## config.mk

```make
export PLATFORM = sky130hd
export DESIGN_NAME = uart_cmd_parser_p
export DESIGN_NICKNAME = d
export VERILOG_FILES = /design/src/rtl/uart_cmd_parser_p.sv
export SDC_FILE = /design/constraint.sdc
export NUM_CORES = 1
export LEC_CHECK = 0
export CAP_MARGIN = 10
export CORE_AREA = 2 2 167 169
export DETAILED_ROUTE_END_ITERATION = 16
export DIE_AREA = 0 0 169 171
export GPL_ROUTABILITY_DRIVEN = 0
export PLACE_DENSITY = 0.62
export REMOVE_ABC_BUFFERS = 1
export SLEW_MARGIN = 10
export SYNTH_ARGS = -nofsm -noshare
export SYNTH_HDL_FRONTEND = slang
export SYNTH_SLANG_ARGS = --single-unit
```

## constraint.sdc

```tcl
create_clock -name clk -period 2.6 [get_ports clk]
set_input_delay 0.39 -clock clk [delete_from_list [all_inputs] [get_ports clk]]
set_output_delay 0.39 -clock clk [all_outputs]
set_load 0.005 [all_outputs]
```

## src/rtl/uart_cmd_parser_p.sv

```systemverilog
// UART command receiver and frame parser.
// An 8N1 byte receiver feeds a frame parser for HEADER, CMD, LEN, PAYLOAD[LEN], CHK.
// A good frame is latched onto the outputs with a one-cycle cmd_valid strobe.
// An aborted frame raises a one-cycle cmd_err strobe with a cause in err_code.
// Handshake: cmd_valid and cmd_err are single-cycle strobes with no back-pressure.
// On a cmd_valid pulse, para_list, cmdcode, cmd_len and check hold the new frame.
// On a cmd_err pulse, err_code holds the cause and the other outputs keep the last good frame.
module uart_cmd_parser_p #(
    parameter int          CLK_FREQ_HZ    = 50_000_000,
    parameter int          BAUD           = 115200,
    parameter int          MAX_PARA_BYTES = 4,
    parameter logic [7:0]  HEADER         = 8'h55,
    parameter int          CHK_MODE       = 0,
    parameter int          TIMEOUT_BITS   = 20
) (
    input  logic                          clk,
    input  logic                          rst_n,
    input  logic                          uart_rx,
    output logic [8*MAX_PARA_BYTES-1:0]   para_list,
    output logic [7:0]                    cmdcode,
    output logic [7:0]                    cmd_len,
    output logic [7:0]                    check,
    output logic                          cmd_valid,
    output logic                          cmd_err,
    output logic [1:0]                    err_code
);

    localparam int              DIV      = CLK_FREQ_HZ / BAUD;
    localparam int              CW       = $clog2(DIV + 1);
    localparam logic [CW-1:0]   DIV_M1   = CW'(DIV - 1);
    localparam logic [CW-1:0]   HALF_M1  = CW'(DIV / 2 - 1);
    localparam logic [31:0]     TO_LIMIT = 32'(TIMEOUT_BITS * DIV);
    localparam logic [7:0]      MAX_B    = 8'(MAX_PARA_BYTES);
    localparam int              IDXW     = (MAX_PARA_BYTES > 1) ? $clog2(MAX_PARA_BYTES) : 1;

    typedef enum logic [1:0] {RX_IDLE, RX_START, RX_DATA, RX_STOP} rx_state_t;
    typedef enum logic [2:0] {S_IDLE, S_CMD, S_LEN, S_PARA, S_CHK} p_state_t;

    rx_state_t         rx_state, rx_next;
    p_state_t          state, next_state;
    logic              rx_meta, rx_sync, rx_prev;
    logic [CW-1:0]     bit_cnt;
    logic [2:0]        bit_idx;
    logic [7:0]        rx_byte;
    logic              byte_stb, frame_evt, rx_busy;
    logic [7:0]        cmd_r, len_r, chk_acc, idx;
    logic [7:0]        pbuf [MAX_PARA_BYTES];
    logic [31:0]       to_cnt;
    logic              good_evt, err_evt;
    logic [1:0]        err_cause;

    function automatic logic [7:0] chk_upd(input logic [7:0] acc, input logic [7:0] b);
        return (CHK_MODE == 1) ? (acc ^ b) : (acc + b);
    endfunction

    // Two-flop synchroniser plus a delayed copy for falling-edge detection.
    always_ff @(posedge clk or negedge rst_n) begin
        if (!rst_n) begin
            rx_meta <= 1'b1;
            rx_sync <= 1'b1;
            rx_prev <= 1'b1;
        end else begin
            rx_meta <= uart_rx;
            rx_sync <= rx_meta;
            rx_prev <= rx_sync;
        end
    end

    // Receiver state register.
    always_ff @(posedge clk or negedge rst_n) begin
        if (!rst_n) rx_state <= RX_IDLE;
        else        rx_state <= rx_next;
    end

    // Receiver next state: half-bit start re-check, eight data bits, one stop bit.
    always_comb begin
        rx_next = rx_state;
        case (rx_state)
            RX_IDLE:  if (rx_prev && !rx_sync) rx_next = RX_START;
            RX_START: if (bit_cnt == HALF_M1) rx_next = rx_sync ? RX_IDLE : RX_DATA;
            RX_DATA:  if (bit_cnt == DIV_M1 && bit_idx == 3'd7) rx_next = RX_STOP;
            RX_STOP:  if (bit_cnt == DIV_M1) rx_next = RX_IDLE;
            default:  rx_next = RX_IDLE;
        endcase
    end

    // Receiver outputs: the byte strobe and framing event coincide with the stop sample.
    always_comb begin
        rx_busy   = (rx_state != RX_IDLE);
        byte_stb  = (rx_state == RX_STOP) && (bit_cnt == DIV_M1) && rx_sync;
        frame_evt = (rx_state == RX_STOP) && (bit_cnt == DIV_M1) && !rx_sync;
    end

    // Receiver bit timer and LSB-first shift register.
    always_ff @(posedge clk or negedge rst_n) begin
        if (!rst_n) begin
            bit_cnt <= '0;
            bit_idx <= 3'd0;
            rx_byte <= 8'h00;
        end else begin
            if (rx_state == RX_IDLE || rx_state != rx_next ||
                (rx_state == RX_DATA && bit_cnt == DIV_M1))
                bit_cnt <= '0;
            else
                bit_cnt <= bit_cnt + 1'b1;
            if (rx_state == RX_START) bit_idx <= 3'd0;
            if (rx_state == RX_DATA && bit_cnt == DIV_M1) begin
                rx_byte <= {rx_sync, rx_byte[7:1]};
                bit_idx <= bit_idx + 3'd1;
            end
        end
    end

    // Parser state register.
    always_ff @(posedge clk or negedge rst_n) begin
        if (!rst_n) state <= S_IDLE;
        else        state <= next_state;
    end

    // Parser next state: any error returns to idle, otherwise advance on each byte.
    always_comb begin
        next_state = state;
        if (err_evt) begin
            next_state = S_IDLE;
        end else if (byte_stb) begin
            case (state)
                S_IDLE:  if (rx_byte == HEADER) next_state = S_CMD;
                S_CMD:   next_state = S_LEN;
                S_LEN:   next_state = (rx_byte == 8'h00) ? S_CHK : S_PARA;
                S_PARA:  if (idx == len_r - 8'd1) next_state = S_CHK;
                S_CHK:   next_state = S_IDLE;
                default: next_state = S_IDLE;
            endcase
        end
    end

    // Parser events; sources are mutually exclusive, the chain just fixes a cause.
    always_comb begin
        good_evt  = 1'b0;
        err_evt   = 1'b0;
        err_cause = 2'd0;
        if (state != S_IDLE && frame_evt) begin
            err_evt   = 1'b1;
            err_cause = 2'd3;
        end else if (state != S_IDLE && to_cnt == TO_LIMIT) begin
            err_evt   = 1'b1;
            err_cause = 2'd2;
        end else if (byte_stb && state == S_LEN && rx_byte > MAX_B) begin
            err_evt   = 1'b1;
            err_cause = 2'd1;
        end else if (byte_stb && state == S_CHK) begin
            if (rx_byte == chk_acc) begin
                good_evt = 1'b1;
            end else begin
                err_evt   = 1'b1;
                err_cause = 2'd0;
            end
        end
    end

    // Inter-byte timeout counts only line-idle clocks while a frame is open.
    always_ff @(posedge clk or negedge rst_n) begin
        if (!rst_n)
            to_cnt <= 32'd0;
        else if (state == S_IDLE || rx_busy || byte_stb)
            to_cnt <= 32'd0;
        else if (to_cnt != TO_LIMIT)
            to_cnt <= to_cnt + 32'd1;
    end

    // Frame datapath, checksum accumulation and registered outputs.
    always_ff @(posedge clk or negedge rst_n) begin
        if (!rst_n) begin
            cmd_r     <= 8'h00;
            len_r     <= 8'h00;
            chk_acc   <= 8'h00;
            idx       <= 8'h00;
            for (int k = 0; k < MAX_PARA_BYTES; k++) pbuf[k] <= 8'h00;
            para_list <= '0;
            cmdcode   <= 8'h00;
            cmd_len   <= 8'h00;
            check     <= 8'h00;
            cmd_valid <= 1'b0;
            cmd_err   <= 1'b0;
            err_code  <= 2'd0;
        end else begin
            cmd_valid <= good_evt;
            cmd_err   <= err_evt;
            if (err_evt) err_code <= err_cause;
            if (byte_stb) begin
                case (state)
                    S_CMD: begin
                        cmd_r   <= rx_byte;
                        chk_acc <= rx_byte;
                    end
                    S_LEN: begin
                        len_r   <= rx_byte;
                        chk_acc <= chk_upd(chk_acc, rx_byte);
                        idx     <= 8'h00;
                    end
                    S_PARA: begin
                        pbuf[idx[IDXW-1:0]] <= rx_byte;
                        idx     <= idx + 8'd1;
                        chk_acc <= chk_upd(chk_acc, rx_byte);
                    end
                    default: ;
                endcase
            end
            if (good_evt) begin
                cmdcode <= cmd_r;
                cmd_len <= len_r;
                check   <= rx_byte;
                for (int k = 0; k < MAX_PARA_BYTES; k++)
                    para_list[8*k +: 8] <= (k < int'(len_r)) ? pbuf[k] : 8'h00;
            end
        end
    end

endmodule

```

# Yosys cells after proc, flatten, opt, wreduce, memory -nomap -nowiden
# Cells that the tools add are included.
dict set report word_totals {
  inputBits 3
  ram_bits 0
  mem_count 0
  elab_cells 129
  latchBits 0
  regBits 184
  romBits 0
  out_inout_bits 60
}
dict set report op_classes {
  reduce_logical 34
  muxes 39
  magnitude_cmp 7
  eq_ne 18
  bitwise 1
  addsub 6
  shift 0
  div 0
  mul 0
}
# cell n
set op_table {}
lappend op_table {{$mux W32} 2}
lappend op_table {{$mux W8} 5}
lappend op_table {{$add A32 B1 Y32 const B} 1}
lappend op_table {{$bwmux W32} 1}
lappend op_table {{$eq A32 B14 Y1 const B} 1}
lappend op_table {{$ne A32 B14 Y1 const B} 1}
lappend op_table {{$pmux W8 S2} 2}
lappend op_table {{$mux W3} 7}
lappend op_table {{$demux W8 S2} 1}
lappend op_table {{$eq A8 B8 Y1} 2}
lappend op_table {{$lt A1 B8 Y1 const A} 2}
lappend op_table {{$lt A2 B8 Y1 const A} 2}
lappend op_table {{$mux W2} 7}
lappend op_table {{$logic_and A1 B1 Y1} 12}
lappend op_table {{$pmux W3 S4} 1}
lappend op_table {{$reduce_bool A2 Y1} 6}
lappend op_table {{$mux W1} 11}
lappend op_table {{$reduce_and A2 Y1} 5}
lappend op_table {{$add A9 B1 Y9 const B} 1}
lappend op_table {{$eq A9 B8 Y1 const B} 1}
lappend op_table {{$eq A9 B9 Y1 const B} 1}
lappend op_table {{$mux W9} 1}
lappend op_table {{$add A8 B1 Y8 const B} 1}
lappend op_table {{$add A8 B8 Y8} 1}
lappend op_table {{other kinds (23)} 30}

# Logic depth before layout (Yosys ltp)
# Gate-level depths: netlist of the first run.
dict set report logic_depth {
  ltp_word 10
  depth_mapped 10
  mapped_depth_nobuf 9
}

# Worst setup path before layout of the first run
# OpenSTA, ideal clock, no wires.
dict set report synth_timing {
  path_kind {reg2reg}
  startpoint {register bit_cnt[1]}
  endpoint {register check[6]}
  t_required_ns 2.475
  slack_ns 0.091
  period_less_slack_ns 2.509
  path_buffers 2
  setup_time_ns 0.125
  arrival_time_ns 2.385
  path_stages_with_launch 10
  path_cell_list {dfrtp_1 inv_1 ha_1 nand4b_1 or3_1 clkbuf_1 or3_1 nor3_4 buf_4 mux2_2}
}
dict set report synth_between {
  elab_chain_len 8
  word_cells_on_any_way 12
  cone_classes {eq/ne: 1; mux: 4; reduce/logical: 7}
}
# element line
set synth_rtl {}
lappend synth_rtl {{from (decl)} 42} ;# logic [CW-1:0] bit_cnt;
lappend synth_rtl {{from (signal assigned)} 105} ;# bit_cnt <= bit_cnt + 1'b1;
lappend synth_rtl {{$eq A9 B9 Y1 *} {90, 91}}
lappend synth_rtl {{$logic_and A1 B1 Y1 *} {90, 91}}
lappend synth_rtl {{$logic_and A1 B1 Y1} 90} ;# byte_stb = (rx_state == RX_STOP) && (bit_cnt == DIV_M1) && rx_sync;
lappend synth_rtl {{$logic_and A1 B1 Y1, on equally long branches} {151, 148}}
lappend synth_rtl {{$mux W1 or $logic_and A1 B1 Y1 (tied branches)} {151, 148}}
lappend synth_rtl {{$mux W1} 148} ;# end else if (byte_stb && state == S_LEN && rx_byte > MAX_B) begin
lappend synth_rtl {{$mux W1} 145} ;# end else if (state != S_IDLE && to_cnt == TO_LIMIT) begin
lappend synth_rtl {{$mux W1 *} 142} ;# if (state != S_IDLE && frame_evt) begin
lappend synth_rtl {{to (signal assigned)} 212} ;# check <= rx_byte;
lappend synth_rtl {{to (decl)} 22} ;# output logic [7:0] check,
# Mark *: on every way between the ends. The rest lies on a longest branch, timed or not.
# A chain may end at the register's enable or synchronous reset.

# Worst setup path after layout of the first run
dict set report layout_timing {
  startpoint {register rx_byte[4]}
  endpoint {register cmdcode[6]}
}
dict set report layout_between {
  elab_chain_len 6
  word_cells_on_any_way 8
  cone_classes {order compare: 1; eq/ne: 1; mux: 5; reduce/logical: 1}
}
# element line
set layout_rtl {}
lappend layout_rtl {{from (decl)} 44} ;# logic [7:0] rx_byte;
lappend layout_rtl {{from (signal assigned)} 108} ;# rx_byte <= {rx_sync, rx_byte[7:1]};
lappend layout_rtl {{parallel branches: the longest is 3 deep, another holds $gt A8 B3 Y1} n/a}
lappend layout_rtl {{$mux W1 *} 148}
lappend layout_rtl {{$mux W1 *} 145}
lappend layout_rtl {{$mux W1 *} 142}
lappend layout_rtl {{to (signal assigned)} 210} ;# cmdcode <= cmd_r;
lappend layout_rtl {{to (decl)} 20} ;# output logic [7:0] cmdcode,
# Mark *: on every way between the ends.

==> out/metrics.cfg, run 1 <==
[logic_synthesis]
synth_cell_types = 52
synth_warnings = 0
synth_async_sr_flop_share = 1.00
number_of_enable_type_register_cells_in_the_synthesized_netlist = 0
synth_top_area_share = 0.527
ys_seq_elements = 184
synthesis.instances = 793
synth.top_cells.by_area = sky130_fd_sc_hd__dfrtp_1 (53%), sky130_fd_sc_hd__mux2_2 (10%), sky130_fd_sc_hd__nand3_1 (3.6%)
yosys.area.top_type = sky130_fd_sc_hd__dfrtp_1
seq_area_frac_synth = 0.536
netlist_area_um2 = 8600
syn_area_per_cell_um2 = 10.8
synth_ff_type = sky130_fd_sc_hd__dfrtp_1

[min_path]
worstHoldPathType = register to register

[timing]
fraction_of_the_cycle_the_final_worst_path_needs = 0.985
worstMarginPinSlew_ns = 0.636
final_period_minus_worst_setup_slack_ns = 2.56
finalMaxSlewViolations = 0
fin_worst_hold_slack_ns = 0.358
setup_slack_ns = 0.0378
max-slew-margin-rel = 0.573
finalClockSkew_ns = 0.0147
max_freq_ghz = 0.390
timing.final.setup_violations = 0
report.final.hold_viol_count = 0

[setup_path]
crit_path_max_fanout = 5
path_delay_family = simple AND/OR/NAND/NOR gates
worstPathRequired_ns = 2.92
crit_path_start_kind = register
critical-path-slowest-cell = sky130_fd_sc_hd__or3_4
path_cells = ha_1 -> nor3_2 -> nand3_1 -> or3_4 -> nor3_4 -> buf_6 -> clkbuf_16 -> mux2_4
critPathBufInv = 2
critical_path.endpoint_type = register
arrival_ns = 2.88
path_class = register to register
critPathMaxStageDelay_ns = 0.41

[clock_network]
number_of_levels_the_h_tree_was_split_into = 4
clockBufferDepth = 2
cts-buffers-inserted = 17
count_of_clock_tree_sinks = 184
clockRootBuffer = sky130_fd_sc_hd__clkbuf_16
clkLatencyLatePin_ns = 0.44
tritoncts = done
clk_transition_reported_paths_ns = 0.07

[run]
cap_viol_max_count = 0

[cells_and_area]
layout-drive-gt1-share = 0.204
layout.cell_area.non_filler_um2 = 10700
instances_no_fill = 1246
diodes = 0
signed_area_change_from_the_synthesized_netlist_to_the_final_layout_pct = 24.2
num-nets-final = 912

[die]
coreArea_um2 = 27300
chipWidth_um = 169
die_outline_area_um2 = 28900
design.portCount = 63
initial_utilization = 0.315
dieHeight_um = 171
fp-row-count = 61

[detailed_routing]
route.detailed.drc = 0
vias_per_cell = 4.89
drt_pass1_iterations = 5
drtAntennaViolNets = 0
wl_per_cell_um = 15.7
finalWirelength_mm = 19.5
drtIter0Drc = 488
via_count = 6094

[power]
power.density_nw_per_um2 = 548
power.ir.vdd_worst_v = 0.000421
cellLeakagePower_nw = 4.70

[grt]
grt_overflow_total = 0
grt_pass1_vias = 5797
grt_resource_usage_total = 0.134
grt_max_degree = 105
number_of_antenna_violations_at_the_first_check_in_global_routing = 0
grt_first_pass_wirelength_mm = 30.9

[placed_design]
dpl_cell_area_um2 = 9830
place.port_buffers = 62
post-place-cells = 1204
pre_cts_slack_ns = 0.0665
detailed_placement_hpwl_mm = 12.2

[run_status]
outcome = complete, no violations

## registers in the layout, summed over array words and instances (netlist names), 8 cells and up
signal	count
to_cnt	32
para_list	32
rx_byte	8
cmdcode	8
idx	8
chk_acc	8
cmd_len	8
cmd_r	8
pbuf	32
check	8
len_r	8
bit_cnt	9
## where the power goes
part           internal, mW  switching [mW]
combinational         0.106           0.150
clock                  1.40            1.26
sequential             2.90          0.0381
## worst register-to-register path: cells and delay by family (launching register included)
| family | cells | cell delay [ns] |
|---|---|---|
| buffers and inverters | 2 | 0.34 |
| and+or+nand+nor | 4 | 1.08 |
| DFF | 1 | 0.40 |
| adders and majority gates | 1 | 0.34 |
| muxes | 1 | 0.30 |
## through the flow
stage	utilization	total power [mW]	setup TNS, ns
after floorplan	-	3.10	-58.44
after global placement	0.360	3.23	0
after detailed placement	0.360	3.23	0
after CTS	0.382	5.88	0
after global routing	0.391	6.08	-0.468
final	0.391	5.85	0
## synth_stat cells (all sizes together) (11+ instances only)
| master | instances |
|---|---|
| a21oi | 14 |
| clkbuf | 28 |
| dfrtp | 181 |
| ha | 21 |
| inv | 47 |
| mux2 | 80 |
| nand2 | 39 |
| nand3 | 61 |
| nor2 | 54 |
| nor3 | 21 |
| nor4 | 11 |
| o21ai | 62 |
| or3 | 16 |
| xnor2 | 19 |
| xor2 | 29 |
## per-layer routing
layer,up-vias,routed length (um),GRT usage
met5,-,0,0
met4,0,157,0.0353
met3,10,752,0.0296
met2,112,9150,0.214
met1,3006,9470,0.186
li1,2966,-,-
## kinds of logic (layout without fill, tap and decap cells)
logic type | after synthesis | count (layout) | share of synthesized area
AOI/OAI and AO/OA | 109 | 109 | 0.0744
adders and majority gates | 22 | 22 | 0.0329
and+or+nand+nor | 258 | 258 | 0.155
muxes | 87 | 87 | 0.113
DFF | 184 | 184 | 0.536
buffers and inverters | 85 | 192 | 0.0394
xor gates and xnor gates | 48 | 48 | 0.0489
## cells in the final DEF (no fill, tap or decap), drive strengths merged, types with 7 or more instances in the layout
cell and n:
nor2 54, nand4 10, ha 21, xnor2 19
nor3 21, dfrtp 181, a31oi 7, and3 10
nand3 61, a21oi 14, mux2 80, inv 55
nand2 39, buf 49, clkdlybuf4s50 61, or3 16
clkbuf 21, o21ai 62, nor4 11, mux2i 7
xor2 29
## path summary, 6_finish.rpt
path / startpoint / end / slack, ns / depth (start not counted)
max in group asynchronous: rst_n / para_list[0]$_DFFE_PN0P_ / 1.56 / 3
setup reg to reg: rx_byte[4]$_DFFE_PN0P_ / cmdcode[6]$_DFFE_PN0P_ / 0.04 / 8
hold reg to reg: rx_meta$_DFF_PN1_ / rx_sync$_DFF_PN1_ / 0.36 / 0
min in group asynchronous: rst_n / rx_meta$_DFF_PN1_ / 0.47 / 2
hold / removal: rx_meta$_DFF_PN1_ / rx_sync$_DFF_PN1_ / 0.36 / 0
setup / recovery: rx_byte[4]$_DFFE_PN0P_ / cmdcode[6]$_DFFE_PN0P_ / 0.04 / 8
## cell type report
| cell class | count | area (um^2) |
|---|---|---|
| flip-flops and latches | 184 | 4610 |
| clock inverters | 13 | 150 |
| repair buffers | 113 | 1100 |
| well taps | 346 | 433 |
| inverters | 47 | 176 |
| clock buffers | 19 | 443 |
| fillers | 2642 | 16600 |
| multi-input cells | 524 | 3760 |
## timing repair
| item | in CTS | in global routing |
|---|---|---|
| gates resized for setup | 0 | 25 |
| hold buffers | 1 | 0 |
| endpoints found under the setup margin | 0 | 74 |
| setup buffers | 0 | 4 |
| endpoints found under the hold margin | 2 | 0 |
No activity file was read; power rests on OpenSTA's default activity.
==> inputs of run 2 (changes only) <==
CAP_MARGIN = 15   (was 10)
CORE_AREA = 2 2 131 133   (was 2 2 167 169)
DIE_AREA = 0 0 133 135   (was 0 0 169 171)
GPL_ROUTABILITY_DRIVEN = not set   (was 0)
PLACE_DENSITY = 0.87   (was 0.62)
==> out/metrics.cfg, run 2 (same netlist as run 1, synthesis figures left out) <==
[placed_design]
post-place-cells = 1082
detailed_placement_hpwl_mm = 12.1
place.port_buffers = 62
gp_congestion = 0.913

[setup_path]
worst_setup_path_start = bit_cnt[1]$_DFF_PN0_
cp.depth = 9
path_cells = inv_1 -> ha_1 -> nand4b_1 -> buf_4 -> or2_2 -> or3_1 -> nor3b_2 -> buf_6 -> mux2_2
crit_path_start_kind = register
reg2reg_from = bit_cnt[1]$_DFF_PN0_
crit_path_max_fanout = 9
worstPathRequired_ns = 2.91
r2r_slack_ns = 0.09
timing.critical_path.to = cmd_r[7]$_DFFE_PN0P_
path_delay_family = simple AND/OR/NAND/NOR gates
critical-path-slowest-cell = sky130_fd_sc_hd__or3_1
ff2ff_path_depth = 9
path_class = register to register
critPathBufInv = 3
worstReg2RegEnd = cmd_r[7]$_DFFE_PN0P_
critical_path.endpoint_type = register
critPathMaxStageDelay_ns = 0.41
arrival_ns = 2.82

[grt]
use_met2 = 0.376
grt_pass1_vias = 6429
number_of_antenna_violations_at_the_first_check_in_global_routing = 0
grtUsageMet3 = 0.0398
gr-max-usage-layer = met2
grt_max_degree = 65
grt_first_pass_wirelength_mm = 31.8
grt_resource_usage_total = 0.221
grt_overflow_total = 0
met1_demand_to_capacity_share_in_global_routing = 0.278

[detailed_routing]
vias_per_cell = 5.70
wl_per_cell_um = 16.8
finalWirelength_mm = 18.8
drtIter0Drc = 374
drt_pass1_iterations = 4
via_count = 6375
route.detailed.drc = 0
drtAntennaViolNets = 0

[die]
chipWidth_um = 133
design.portCount = 63
die_outline_area_um2 = 18000
fp-row-count = 47
coreArea_um2 = 16400
initial_utilization = 0.524
dieHeight_um = 135

[power]
seq_power_share = 0.523
switching_share = 0.243
power.ir.vdd_worst_v = 0.000437
p_clk_frac = 0.436
net-switching-power_mw = 1.37
power.density_nw_per_um2 = 541
cellLeakagePower_nw = 4.68
internal_power_mw = 4.27
power_frac_comb = 0.041

[cells_and_area]
layout-drive-gt1-share = 0.198
layout_common_cells = sky130_fd_sc_hd__dfrtp_1 (181), sky130_fd_sc_hd__mux2_2 (80), sky130_fd_sc_hd__nand3_1 (61), sky130_fd_sc_hd__clkdlybuf4s50_1 (61), sky130_fd_sc_hd__o21ai_0 (60)
mostFrequentLayoutCell = sky130_fd_sc_hd__dfrtp_1
instances_no_fill = 1119
num-nets-final = 911
biggestRegsByFlops = para_list x32, pbuf x32, to_cnt x32
signed_area_change_from_the_synthesized_netlist_to_the_final_layout_pct = 21.2
diodes = 0

[clock_network]
count_of_clock_tree_sinks = 184
clkLatencyLatePin_ns = 0.44
tritoncts = done
number_of_levels_the_h_tree_was_split_into = 4
clockBufferDepth = 2
clockRootBuffer = sky130_fd_sc_hd__clkbuf_16
clk_transition_reported_paths_ns = 0.07
cts-buffers-inserted = 17

[timing]
finalClockSkew_ns = 0.0140
max-slew-margin-rel = 0.565
setup-tns-final_ns = 0
worstMarginPinSlew_ns = 0.648
max_freq_ghz = 0.398
timing.final.setup_violations = 0
report.final.hold_viol_count = 0
final_period_minus_worst_setup_slack_ns = 2.51
fraction_of_the_cycle_the_final_worst_path_needs = 0.966
finalMaxSlewViolations = 0
rsz0062_at_grt = yes

[run_status]
outcome = complete, no violations

[min_path]
worstHoldPathType = register to register

[run]
cap_viol_max_count = 0

run 2: repair_timing:
item | 4_1_cts | 5_1_grt
pin swaps | 1 | 3
setup endpoints to repair | 19 | 56
endpoints found under the hold margin | 58 | 0
setup buffers | 1 | 1
resized for setup | 2 | 8
cloned | 2 | 0
hold buffers | 1 | 0
run 2: routing by layer:
metal / vias up / share of wire
met5: - / 0
met4: 0 / 0.026
met3: 38 / 0.048
met2: 198 / 0.50
met1: 3176 / 0.43
li1: 2963 / -
run 2: worst register-to-register path: cells and delay by family, from the launching register on:
family	cells	cell delay, ns
AND/OR/NAND/NOR	4	1.06
adder cells (fa/ha/maj)	1	0.14
buffers and inverters	3	0.44
multiplexers	1	0.37
flip-flops	1	0.39
run 2: per-stage QoR:
stage               utilization  setup slack [ns]  hold slack (ns)  total power [mW]  cell area (um^2)
floorplan                     -             -1.14           0.0944              3.10              8430
global placement          0.592            0.0557            0.345              3.21              9710
detailed placement        0.592           -0.0348            0.350              3.22              9710
CTS                       0.631           0.00355            0.344              5.67             10400
global route              0.635           -0.0286            0.353              5.84             10400
finish                    0.635            0.0895            0.358              5.63             10400
run 2: area by class of cell:
class | instances | area, um^2
Fill cell | 1201 | 5990
Clock buffer | 18 | 429
Tap cell | 220 | 275
Timing Repair Buffer | 112 | 1100
Inverter | 47 | 176
Multi-Input combinational cell | 524 | 3700
Clock inverter | 14 | 131
Sequential cell | 184 | 4610
run 2: worst min path at each step:
stage | depth (start not counted) | from | slack (ns) | end
3_5_place_dp | 0 | rx_meta$_DFF_PN1_ | 0.35 | rx_sync$_DFF_PN1_
6_report | 0 | rx_meta$_DFF_PN1_ | 0.36 | rx_sync$_DFF_PN1_
4_1_cts | 1 | uart_rx | 0.34 | rx_meta$_DFF_PN1_
5_1_grt | 1 | uart_rx | 0.35 | rx_meta$_DFF_PN1_
2_1_floorplan | 0 | rst_n | 0.09 | bit_cnt[0]$_DFF_PN0_
3_3_place_gp | 0 | rx_meta$_DFF_PN1_ | 0.35 | rx_sync$_DFF_PN1_
run 2: power groups by stage:
stage / Clock [mW] / Combinational, mW / Sequential (mW)
floorplan: 0 / 0.104 / 3.00
global placement: 0 / 0.222 / 2.99
detailed placement: 0 / 0.226 / 3.00
CTS: 2.50 / 0.229 / 2.94
global route: 2.62 / 0.272 / 2.95
finish: 2.46 / 0.232 / 2.94
